==> src/rtl/fetch_ctrl_pkg.sv <==
// Shared types and widths for the instruction-fetch sequencing controller.
package fetch_ctrl_pkg;

    localparam int REG_ADDR_W = 5;

    typedef enum logic [1:0] {
        BOOT     = 2'd0,
        RUN      = 2'd1,
        REDIRECT = 2'd2,
        HALT     = 2'd3
    } fc_state_t;

endpackage

==> src/rtl/load_use_detect.sv <==
// Load-use hazard compare between the load in ID/EX and the sources of IF/ID.
module load_use_detect
    import fetch_ctrl_pkg::*;
(
    input  logic                  ex_mem_read,
    input  logic [REG_ADDR_W-1:0] ex_rd,
    input  logic [REG_ADDR_W-1:0] id_rs1,
    input  logic [REG_ADDR_W-1:0] id_rs2,
    input  logic                  id_uses_rs2,
    output logic                  hazard
);

    logic rd_nonzero;
    logic rs1_match;
    logic rs2_match;

    // x0 is hardwired to zero, so a load targeting it never creates a dependency
    assign rd_nonzero = (ex_rd != '0);
    assign rs1_match  = (ex_rd == id_rs1);
    assign rs2_match  = id_uses_rs2 && (ex_rd == id_rs2);
    assign hazard     = ex_mem_read && rd_nonzero && (rs1_match || rs2_match);

endmodule

==> src/rtl/fetch_controller.sv <==
// Fetch-stage and IF/ID sequencing: boot hold, load-use stall, branch redirect,
// halt/resume, plus saturating stall/flush performance counters.
//
// state    | meaning
// ---------+-------------------------------------------------------------
// BOOT     | front end held after reset for BOOT_CYCLES edges
// RUN      | normal fetch; stalls, redirects and halts resolved here
// REDIRECT | one cycle flushing the stale word from the sync instr memory
// HALT     | ECALL/EBREAK parked; waits for a resume pulse
module fetch_controller
    import fetch_ctrl_pkg::*;
#(
    parameter int BOOT_CYCLES = 4,
    parameter int PERF_W      = 32
) (
    input  logic                  clk,
    input  logic                  reset,
    input  logic                  ex_mem_read,
    input  logic [REG_ADDR_W-1:0] ex_rd,
    input  logic [REG_ADDR_W-1:0] id_rs1,
    input  logic [REG_ADDR_W-1:0] id_rs2,
    input  logic                  id_uses_rs2,
    input  logic                  ex_branch_taken,
    input  logic                  halt_req,
    input  logic                  resume,
    output logic                  pcWrite,
    output logic                  pcSrc,
    output logic                  if_id_write,
    output logic                  if_id_flush,
    output logic                  id_ex_flush,
    output logic                  halted,
    output logic [PERF_W-1:0]     stall_count,
    output logic [PERF_W-1:0]     flush_count
);

    localparam logic [7:0] BOOT_LOAD = 8'(BOOT_CYCLES);

    fc_state_t   state;
    logic [7:0]  boot_cnt;
    logic        load_use;
    logic        stall_sat;
    logic        flush_sat;

    load_use_detect u_load_use_detect (
        .ex_mem_read (ex_mem_read),
        .ex_rd       (ex_rd),
        .id_rs1      (id_rs1),
        .id_rs2      (id_rs2),
        .id_uses_rs2 (id_uses_rs2),
        .hazard      (load_use)
    );

    assign stall_sat = (stall_count == '1);
    assign flush_sat = (flush_count == '1);

    always_ff @(posedge clk or posedge reset) begin
        if (reset) begin
            state       <= BOOT;
            boot_cnt    <= BOOT_LOAD;
            stall_count <= '0;
            flush_count <= '0;
            halted      <= 1'b0;
        end else begin
            case (state)
                BOOT: begin
                    // <= 1 also guards against an out-of-range zero load
                    if (boot_cnt <= 8'd1) begin
                        state <= RUN;
                    end else begin
                        boot_cnt <= boot_cnt - 8'd1;
                    end
                end
                RUN: begin
                    if (ex_branch_taken) begin
                        state <= REDIRECT;
                        if (!flush_sat) begin
                            flush_count <= flush_count + PERF_W'(1);
                        end
                    end else if (load_use) begin
                        if (!stall_sat) begin
                            stall_count <= stall_count + PERF_W'(1);
                        end
                    end else if (halt_req) begin
                        state  <= HALT;
                        halted <= 1'b1;
                    end
                end
                REDIRECT: begin
                    if (ex_branch_taken) begin
                        if (!flush_sat) begin
                            flush_count <= flush_count + PERF_W'(1);
                        end
                    end else begin
                        state <= RUN;
                    end
                end
                HALT: begin
                    if (resume) begin
                        state  <= RUN;
                        halted <= 1'b0;
                    end
                end
                default: begin
                    state  <= BOOT;
                    halted <= 1'b0;
                end
            endcase
        end
    end

    // Mealy control outputs; a taken branch outranks the stall and halt because
    // both younger instructions are being thrown away anyway.
    always_comb begin
        pcWrite     = 1'b0;
        pcSrc       = 1'b0;
        if_id_write = 1'b0;
        if_id_flush = 1'b0;
        id_ex_flush = 1'b1;
        case (state)
            BOOT: begin
                if_id_flush = 1'b1;
            end
            RUN: begin
                if (ex_branch_taken) begin
                    pcWrite     = 1'b1;
                    pcSrc       = 1'b1;
                    if_id_write = 1'b1;
                    if_id_flush = 1'b1;
                end else if (load_use || halt_req) begin
                    id_ex_flush = 1'b1;
                end else begin
                    pcWrite     = 1'b1;
                    if_id_write = 1'b1;
                    id_ex_flush = 1'b0;
                end
            end
            REDIRECT: begin
                pcWrite     = 1'b1;
                if_id_write = 1'b1;
                if_id_flush = 1'b1;
                if (ex_branch_taken) begin
                    pcSrc = 1'b1;
                end else begin
                    id_ex_flush = 1'b0;
                end
            end
            HALT: begin
                id_ex_flush = 1'b1;
            end
            default: begin
                if_id_flush = 1'b1;
            end
        endcase
    end

endmodule

==> config.mk <==
export PLATFORM = sky130hd
export DESIGN_NAME = fetch_controller
export DESIGN_NICKNAME = d
export VERILOG_FILES = /design/src/rtl/fetch_ctrl_pkg.sv /design/src/rtl/load_use_detect.sv /design/src/rtl/fetch_controller.sv
export SDC_FILE = /design/constraint.sdc
export NUM_CORES = 1
export LEC_CHECK = 0
export CORE_MARGIN = 10
export CORE_UTILIZATION = 45
export DETAILED_ROUTE_END_ITERATION = 7
export PLACE_DENSITY = 0.73
export REMOVE_ABC_BUFFERS = 1
export SYNTH_ARGS = -nofsm -noshare
export SYNTH_HDL_FRONTEND = slang
export SYNTH_SLANG_ARGS = --single-unit
==> constraint.sdc <==
create_clock -name clk -period 3.6 [get_ports clk]
set_input_delay 0.72 -clock clk [delete_from_list [all_inputs] [get_ports clk]]
set_output_delay 0.72 -clock clk [all_outputs]
set_load 0.01 [all_outputs]
Word-level counts from Yosys, hierarchy flattened
Cells that the tools add are included.
Word-level totals
  logic and storage cells: 64
  bits of input ports: 22
  flip-flop bits (word level): 75
  output and inout port bits: 70
Operators by class
  muxes and demuxes: 21
  add/subtract/negate cells: 3
  bitwise gates (word level): 4
  reductions and logical operators: 15
  eq/ne operators: 15
  order comparisons: 1
Operators by type and width (count)
  32-bit by 1-bit adder with 32-bit output (second input constant): 2
  32-bit == test (second input constant): 2
  2-bit 2-to-1 mux: 6
  2-bit != test (second input constant): 6
  5-bit == test: 2
  1-bit 2-to-1 mux: 10
  5-bit AND reduction: 2
  8-bit by 1-bit less-or-equal comparator with 1-bit output (second input constant): 1
  1-bit one-hot mux with 2 select lines: 4
  2-bit one-hot mux with 4 select lines: 1
  8-bit by 1-bit subtractor with 8-bit output (second input constant): 1
  3-bit != test (second input constant): 2
  5-bit nonzero test: 1
  2-bit == test (second input constant): 2
  1-bit inverter: 4
  4-bit AND reduction: 1
  2-bit OR reduction: 2
  1-bit logical AND: 3
  3-bit AND reduction: 1
  2-bit by 1-bit == test with 1-bit output (second input constant): 1
  2-bit zero test: 1
  1-bit logical OR: 2
  2-bit AND reduction: 1
  2-bit nonzero test: 1

Longest topological paths before layout
Gate-level depths: netlist (run 1).
  depth after elaboration: 8
  gate-level depth with buffers: 8

Cells and area by module
Synthesis (run 1) repeated with hierarchy kept, for this count alone.
Second synthesis, totals
  cells, all modules: 372
  area, all modules: 3895.0 um2
Modules (own cells, without submodules)
  fetch_controller: sequential area each 1878.1 um2, times used 1, area an instance 3762.4 um2, cells each 355
  load_use_detect: sequential area each 0.0 um2, times used 1, area an instance 132.6 um2, cells each 17

Worst setup path before layout (run 1)
OpenSTA, ideal clock, no wires.
  kind: input to output
  from: in ex_rd[0]
  to: out pcWrite
  slack: 0.742 ns
  data arrival time: 2.138 ns
  stages: 6
  path buffers: 1
  cell sequence: or4_1 -> o21ai_0 -> nor2_1 -> o21ai_0 -> o211a_1 -> buf_4
On the way
  cells in the longest elaborated chain, start to end: 8
  elaborated cells on any way between the ends: 11
  those cells by class: 2 x eq/ne; 3 x mux; 6 x reduce/logical
RTL lines
  start, declared: RTL line fetch_controller.sv:19  | input logic [REG_ADDR_W-1:0] ex_rd,
  5-bit == test: RTL line load_use_detect.sv:20  | assign rs2_match = id_uses_rs2 && (ex_rd == id_rs2);
  1-bit logical AND: RTL line load_use_detect.sv:20
  1-bit logical OR: RTL line load_use_detect.sv:21  | assign hazard = ex_mem_read && rd_nonzero && (rs1_match || rs2_match);
  1-bit logical AND (*): RTL line load_use_detect.sv:21
  1-bit logical OR (*): RTL line fetch_controller.sv:129  | end else if (load_use || halt_req) begin
  1-bit 2-to-1 mux (*) (2 in a row)
  1-bit one-hot mux with 2 select lines (*)
  end, declared: RTL line fetch_controller.sv:26  | output logic pcWrite,
Mark *: on every way between the ends. The rest lies on a longest branch, timed or not.

Final worst setup path (run 1)
  from: in ex_rd[0]
  to: out if_id_write
On the way
  cells in the longest elaborated chain, start to end: 8
  elaborated cells on any way between the ends: 11
  those cells by class: 2 x eq/ne; 3 x mux; 6 x reduce/logical
RTL lines
  5-bit == test: RTL line load_use_detect.sv:20
  1-bit logical AND: RTL line load_use_detect.sv:20
  1-bit logical OR: RTL line load_use_detect.sv:21
  1-bit logical AND (*): RTL line load_use_detect.sv:21
  1-bit logical OR (*): RTL line fetch_controller.sv:129
  1-bit 2-to-1 mux (*): RTL line fetch_controller.sv:129
  1-bit 2-to-1 mux (*): RTL line fetch_controller.sv:124  | if (ex_branch_taken) begin
  1-bit one-hot mux with 2 select lines (*): RTL line fetch_controller.sv:119  | case (state)
  end, declared: RTL line fetch_controller.sv:28  | output logic if_id_write,
Marked as above.

==> flow_metrics.env, run 1 <==
export IMPL_outcome="completed"
export IMPL_tightestPinTransition_ps=899
export IMPL_leakagePower_nw=2.30
export IMPL_comb_power_share=0.239
export IMPL_avgViaCountPerCell=5.38
export IMPL_die_area_mm2=0.0127
export IMPL_cp_arrival_ps=2560
export IMPL_fin_crit_sh=0.911
export IMPL_clkPwrFrac=0.299
export IMPL_critical_path_slowest_cell="or4_1"
export IMPL_endpoint_kind="output pin"
export IMPL_portBuffers=91
export IMPL_switching_share=0.304
export IMPL_vias=3132
export IMPL_power_density_mw_per_mm2=409
export IMPL_synth_simple_area_share=0.243
export IMPL_required_ps=2880
export IMPL_synth_top_cell_by_area="dfrtp_1"
export IMPL_grt_pass1_wl_um=16000
export IMPL_synth_distinct_cells=47
export IMPL_clock_sinks=75
export IMPL_synth_top_family_by_area="simple AND/OR/NAND/NOR gates"
export IMPL_seq_area_frac_synth=0.484
export IMPL_synth_ff_latch_count=75
export IMPL_drt_iter0_drc=179
export IMPL_dr_pass1_iters=4
export IMPL_setup_viol=0
export IMPL_internal_power_mw=1.47
export IMPL_synthFlopType="dfrtp_1"
export IMPL_dpl_cell_area_mm2=0.00496
export IMPL_netlist_top_cells_area="dfrtp_1 48%, xnor2_1 9.3%, xor2_1 7.9%"
export IMPL_ir_worst_vdd_mv=0.196
export IMPL_seqPwrFrac=0.461
export IMPL_num_fill_cells=699
export IMPL_gp_congestion=0.836
export IMPL_syn_to_final_growth_pct=33.1
export IMPL_critPathTopFamily="buffers and inverters"
export IMPL_synth_top_area_frac=0.477
export IMPL_fp_dieW_um=113
export IMPL_die_y_um=113
export IMPL_grt_usage=0.150
export IMPL_synth_edf_count=0
export IMPL_worstPathMaxFanout=2
export IMPL_grt_pass1_vias=3179
export IMPL_hold_viol=0
export IMPL_synth_warnings=0
export IMPL_synth_xor_area_share=0.180
export IMPL_fin_nets=503
export IMPL_ioPinCount=92
export IMPL_cts_root_buf="clkbuf_8"
export IMPL_drc=0
export IMPL_grt_antenna_before_repair=0
export IMPL_fmax_mhz=305
export IMPL_crit_path_start_kind="input port"
export IMPL_diodes=0
export IMPL_clk_pin_slew_ps=70
export IMPL_p_total_mw=2.11
export IMPL_ys_async_sr_fraction=1.00
export IMPL_ant_nets=0
export IMPL_clk_latency_ps=340
export IMPL_critPathKind="input port to output pin"
export IMPL_critPathBufInv=2
export IMPL_grt_max_degree=36
export IMPL_reg2reg_slack_ps=1000
export IMPL_crit_chain="clkdlybuf4s50_1 > or4_1 > o21ai_2 > nor2_1 > o21ai_1 > o211a_1 > dlygate4sd2_1"
export IMPL_initial_core_util=0.468
export IMPL_dp_hpwl_um=7340
export IMPL_final_area_mm2=0.00517
export IMPL_relSlewSlack=0.396
export IMPL_fin_crit_ps=3280
export IMPL_netlist_instances=369
export IMPL_synth_adder_area_share=0.0290
export IMPL_cpPeakStageDelay_ps=570
export IMPL_max_cap_violations=0
export IMPL_cts_buffers=9
export IMPL_muxShareOfSynthArea=0.00838
export IMPL_hold_ws_ps=470
export IMPL_routed_wl_um=9600
export IMPL_grt_ovfl_total=0
export IMPL_htree_num_levels=3
export IMPL_core_mm2=0.00830
export IMPL_hold_class="flip-flop to flip-flop"
export IMPL_drive_above_1_share=0.101
export IMPL_avgRoutedWirePerCell_um=16.5
export IMPL_avgSynthCellArea_um2=10.5
export IMPL_cts_max_path_buffers=2
export IMPL_synth_compound_area_frac=0.0335
export IMPL_row_count=33
export IMPL_cts_tree="yes"
export IMPL_rsz0062_at_grt="false"
export IMPL_slew_violations=0
export IMPL_netSwitchingPower_uw=642
export IMPL_fin_worst_skew_ps=9.67
export IMPL_netlist_area_mm2=0.00388
[metrics by stage]
stage                     worst slack, ps  setup TNS [ps]   util  std cells
after floorplan                       834               0      -        360
after global placement               45.5               0  0.597        566
after detailed placement            -58.5            -112  0.597        566
after CTS                            4.36               0  0.621        582
after global routing                  186               0  0.622        582
final                                 322               0  0.622        582
[kinds of logic (layout without fill, tap and decap cells)]
group                      count (synthesis)  after routing
buffers and inverters                     21            129
adders and majority gates                  9              9
DFF                                       75             75
muxes                                      3              3
and+or+nand+nor                          165            165
xor gates and xnor gates                  78             78
AOI/OAI and AO/OA                         18             18
[path summary, 6_finish.rpt]
kind | startpoint | to | depth (start not counted)
min in group asynchronous | reset | boot_cnt[5] | 2
max reg2reg | flush_count[0] | flush_count[4] | 7
max in group asynchronous | reset | flush_count[10] | 3
max | ex_rd[0] | if_id_write | 7
min | boot_cnt[6] | boot_cnt[6] | 1
min reg2reg | boot_cnt[6] | boot_cnt[6] | 1
[power groups by stage]
stage	Combinational, mW	Sequential [mW]	Clock [mW]
final	0.506	0.976	0.633
after global routing	0.561	0.984	0.692
after CTS	0.520	0.973	0.650
after detailed placement	0.524	0.989	0
after global placement	0.509	0.987	0
after floorplan	0.241	0.988	0
[flip-flops by register name, summed over array words and instances, names as in the netlist]
name,flops
boot_cnt,8
flush_count,32
halted,1
stall_count,32
state,2
[layer usage]
layer | global-route usage | share of wire | up-vias
met2 | 0.248 | 0.49 | 92
met1 | 0.178 | 0.43 | 1531
met4 | 0.0364 | 0.015 | 0
met5 | 0 | 0 | -
met3 | 0.0602 | 0.067 | 11
li1 | - | - | 1498
[synthesized netlist by cell type (2+ instances only)]
library cell,count
a21oi_1,2
and2_1,4
and3_1,10
and4_1,3
buf_2,2
clkbuf_1,6
dfrtp_1,74
ha_1,9
inv_1,12
mux2_2,2
nand2_1,30
nand2b_1,2
nand3_1,27
nand4_1,22
nor2_1,22
nor3_1,16
nor3_2,2
nor4_1,7
nor4_2,4
o21ai_0,7
or3_1,3
or4_1,3
xnor2_1,41
xnor2_2,2
xor2_1,35
[what timing repair did]
action / 4_1_cts / 5_1_grt
hold endpoints to repair: 0 / 0
resized for setup: 2 / 5
hold buffers: 0 / 0
buffers inserted: 0 / 0
pin swaps: 0 / 1
endpoints found under the setup margin: 2 / 2
[final cells by class]
class / count / area (um2) / area share
Multi-Input combinational cell: 273 / 1930 / 0.373
Sequential cell: 75 / 1880 / 0.364
Timing Repair Buffer: 101 / 990 / 0.192
Tap cell: 105 / 131 / 0.0254
Clock buffer: 9 / 124 / 0.0240
Clock inverter: 7 / 68.8 / 0.0133
Inverter: 12 / 45.0 / 0.00872
[cells in the final DEF (no fill, tap or decap), drive strengths merged, types with 3 or more instances in the layout]
master,n
clkinv,4
nor3,18
and4,3
nand3,27
o21ai,7
clkbuf,9
inv,12
and2,4
dfrtp,74
xnor2,43
and3,10
nor2,22
ha,9
nand2,30
nor4,12
or3,4
clkdlybuf4s50,88
xor2,35
buf,10
or4,4
nand4,23
Note: power is estimated with default switching activity, not from simulation.
==> run 2, diff against run 1 <==
- CTS_BUF_LIST: not set -> sky130_fd_sc_hd__clkbuf_4
==> run 2 against run 1 <==
Clock power decreased by 20%; critical path type unchanged; clock-buffer cell count unchanged; register-to-register slack improved by 60 ps; highest routed layer unchanged.
==> flow_metrics.env, run 2 (synthesized netlist as in run 1, its figures left out) <==
export IMPL_grt_antenna_before_repair=0
export IMPL_drc=0
export IMPL_final_cell_mix="88 x clkdlybuf4s50_1, 74 x dfrtp_1, 41 x xnor2_1"
export IMPL_fin_crit_ps=3280
export IMPL_gp_congestion=0.836
export IMPL_ioPinCount=92
export IMPL_cts_hold_buf=0
export IMPL_cts_tree="yes"
export IMPL_critical_path_slowest_cell="or4_1"
export IMPL_dpl_cell_area_mm2=0.00496
export IMPL_slew_violations=0
export IMPL_syn_to_final_growth_pct=31.7
export IMPL_fp_dieW_um=113
export IMPL_portBuffers=91
export IMPL_reg2reg_slack_ps=1060
export IMPL_globalRouteMet3Util=0.0571
export IMPL_crit_path_start_kind="input port"
export IMPL_reg_top3="flush_count (32), stall_count (32), boot_cnt (8)"
export IMPL_grt_max_degree=36
export IMPL_cts_root_buf="clkbuf_4"
export IMPL_clk_latency_ps=410
export IMPL_core_mm2=0.00830
export IMPL_place_ws_ps=-58.5
export IMPL_ir_worst_vdd_mv=0.172
export IMPL_whs_path_depth=1
export IMPL_cts_setup_buffers=0
export IMPL_hold_ws_ps=475
export IMPL_ant_nets=0
export IMPL_cp_arrival_ps=2560
export IMPL_critPathBufInv=2
export IMPL_vias=3137
export IMPL_fin_worst_skew_ps=16.5
export IMPL_fin_nets=503
export IMPL_endpoint_kind="output pin"
export IMPL_hold_class="flip-flop to flip-flop"
export IMPL_die_area_mm2=0.0127
export IMPL_grt_met2_usage=0.246
export IMPL_max_cap_violations=0
export IMPL_fin_crit_sh=0.912
export IMPL_fmax_mhz=305
export IMPL_holdCritStartpoint="boot_cnt[6]"
export IMPL_grt_pass1_vias=3172
export IMPL_r2r_end="flush_count[4]"
export IMPL_fin_ws_ps=318
export IMPL_r2r_start="flush_count[1]"
export IMPL_hold_viol=0
export IMPL_top_usage_layer="met2"
export IMPL_r2r_cells=7
export IMPL_outcome="completed"
export IMPL_die_y_um=113
export IMPL_grt_ovfl_total=0
export IMPL_rsz0062_at_grt="false"
export IMPL_power_density_mw_per_mm2=389
export IMPL_final_area_mm2=0.00511
export IMPL_use_met1=0.178
export IMPL_cts_buffers=9
export IMPL_routed_wl_um=9560
export IMPL_cts_max_path_buffers=2
export IMPL_required_ps=2880
export IMPL_tightestPinTransition_ps=852
export IMPL_drive_above_1_share=0.101
export IMPL_grt_usage=0.149
export IMPL_crit_chain="clkdlybuf4s50_1 > or4_1 > o21ai_2 > nor2_1 > o21ai_1 > o211a_1 > dlygate4sd2_1"
export IMPL_critPathTopFamily="buffers and inverters"
export IMPL_drt_iter0_drc=138
export IMPL_fin_tns_setup_ps=0
export IMPL_avgViaCountPerCell=5.39
export IMPL_clk_pin_slew_ps=110
export IMPL_diodes=0
export IMPL_dp_hpwl_um=7340
export IMPL_worstPathMaxFanout=2
export IMPL_initial_core_util=0.468
export IMPL_p_total_mw=1.99
export IMPL_leakagePower_nw=2.27
export IMPL_avgRoutedWirePerCell_um=16.4
export IMPL_whs_endpoint="boot_cnt[6]"
export IMPL_grt_pass1_wl_um=15900
export IMPL_htree_num_levels=3
export IMPL_clock_sinks=75
export IMPL_row_count=33
export IMPL_relSlewSlack=0.428
export IMPL_dr_pass1_iters=4
export IMPL_critPathKind="input port to output pin"
export IMPL_setup_viol=0
export IMPL_crit_start="ex_rd[0]"
export IMPL_final_common_cell="clkdlybuf4s50_1"
export IMPL_cpPeakStageDelay_ps=570
[run 2: cell types whose count changed in the layout (fill, tap and decap cells not counted)]
| cell | before | now |
|---|---|---|
| clkbuf_8 | 9 | 0 |
| clkbuf_4 | 0 | 9 |
[run 2: layout make-up]
type / instances / area (um2)
clock buffer: 9 / 67.6
clock inverter: 7 / 68.8
fill: 708 / 3190
inverter: 12 / 45.0
multi-input combinational: 273 / 1930
sequential: 75 / 1880
tap: 105 / 131
timing repair buffer: 101 / 990
[run 2: metal layers]
| layer | vias to the layer above | part of all wire |
|---|---|---|
| li1 | 1502 | - |
| met1 | 1523 | 0.42 |
| met2 | 101 | 0.49 |
| met3 | 11 | 0.072 |
| met4 | 0 | 0.015 |
| met5 | - | 0 |
[run 2: worst max path at each step]
stage	endpoint	cells after the start	slack, ps
finish	if_id_write	7	320
detailed placement	if_id_write	7	-60
global placement	pcWrite	7	50
CTS	pcWrite	7	4
global route	if_id_write	9	190
floorplan	if_id_write	5	830
[run 2: what timing repair did]
| item | in CTS | in global routing |
|---|---|---|
| resized for setup | 2 | 5 |
| endpoints found under the setup margin | 2 | 2 |
| pin swaps | 0 | 1 |
[run 2: through the flow]
step / cells / utilization
floorplan: 360 / -
global placement: 566 / 0.597
detailed placement: 566 / 0.597
CTS: 582 / 0.614
global route: 582 / 0.616
finish: 582 / 0.616
[run 2: power breakdown]
group          internal [mW]  switching, mW
Clock                  0.209          0.299
Sequential             0.897         0.0776
Combinational          0.258          0.248
Total                   1.36          0.624
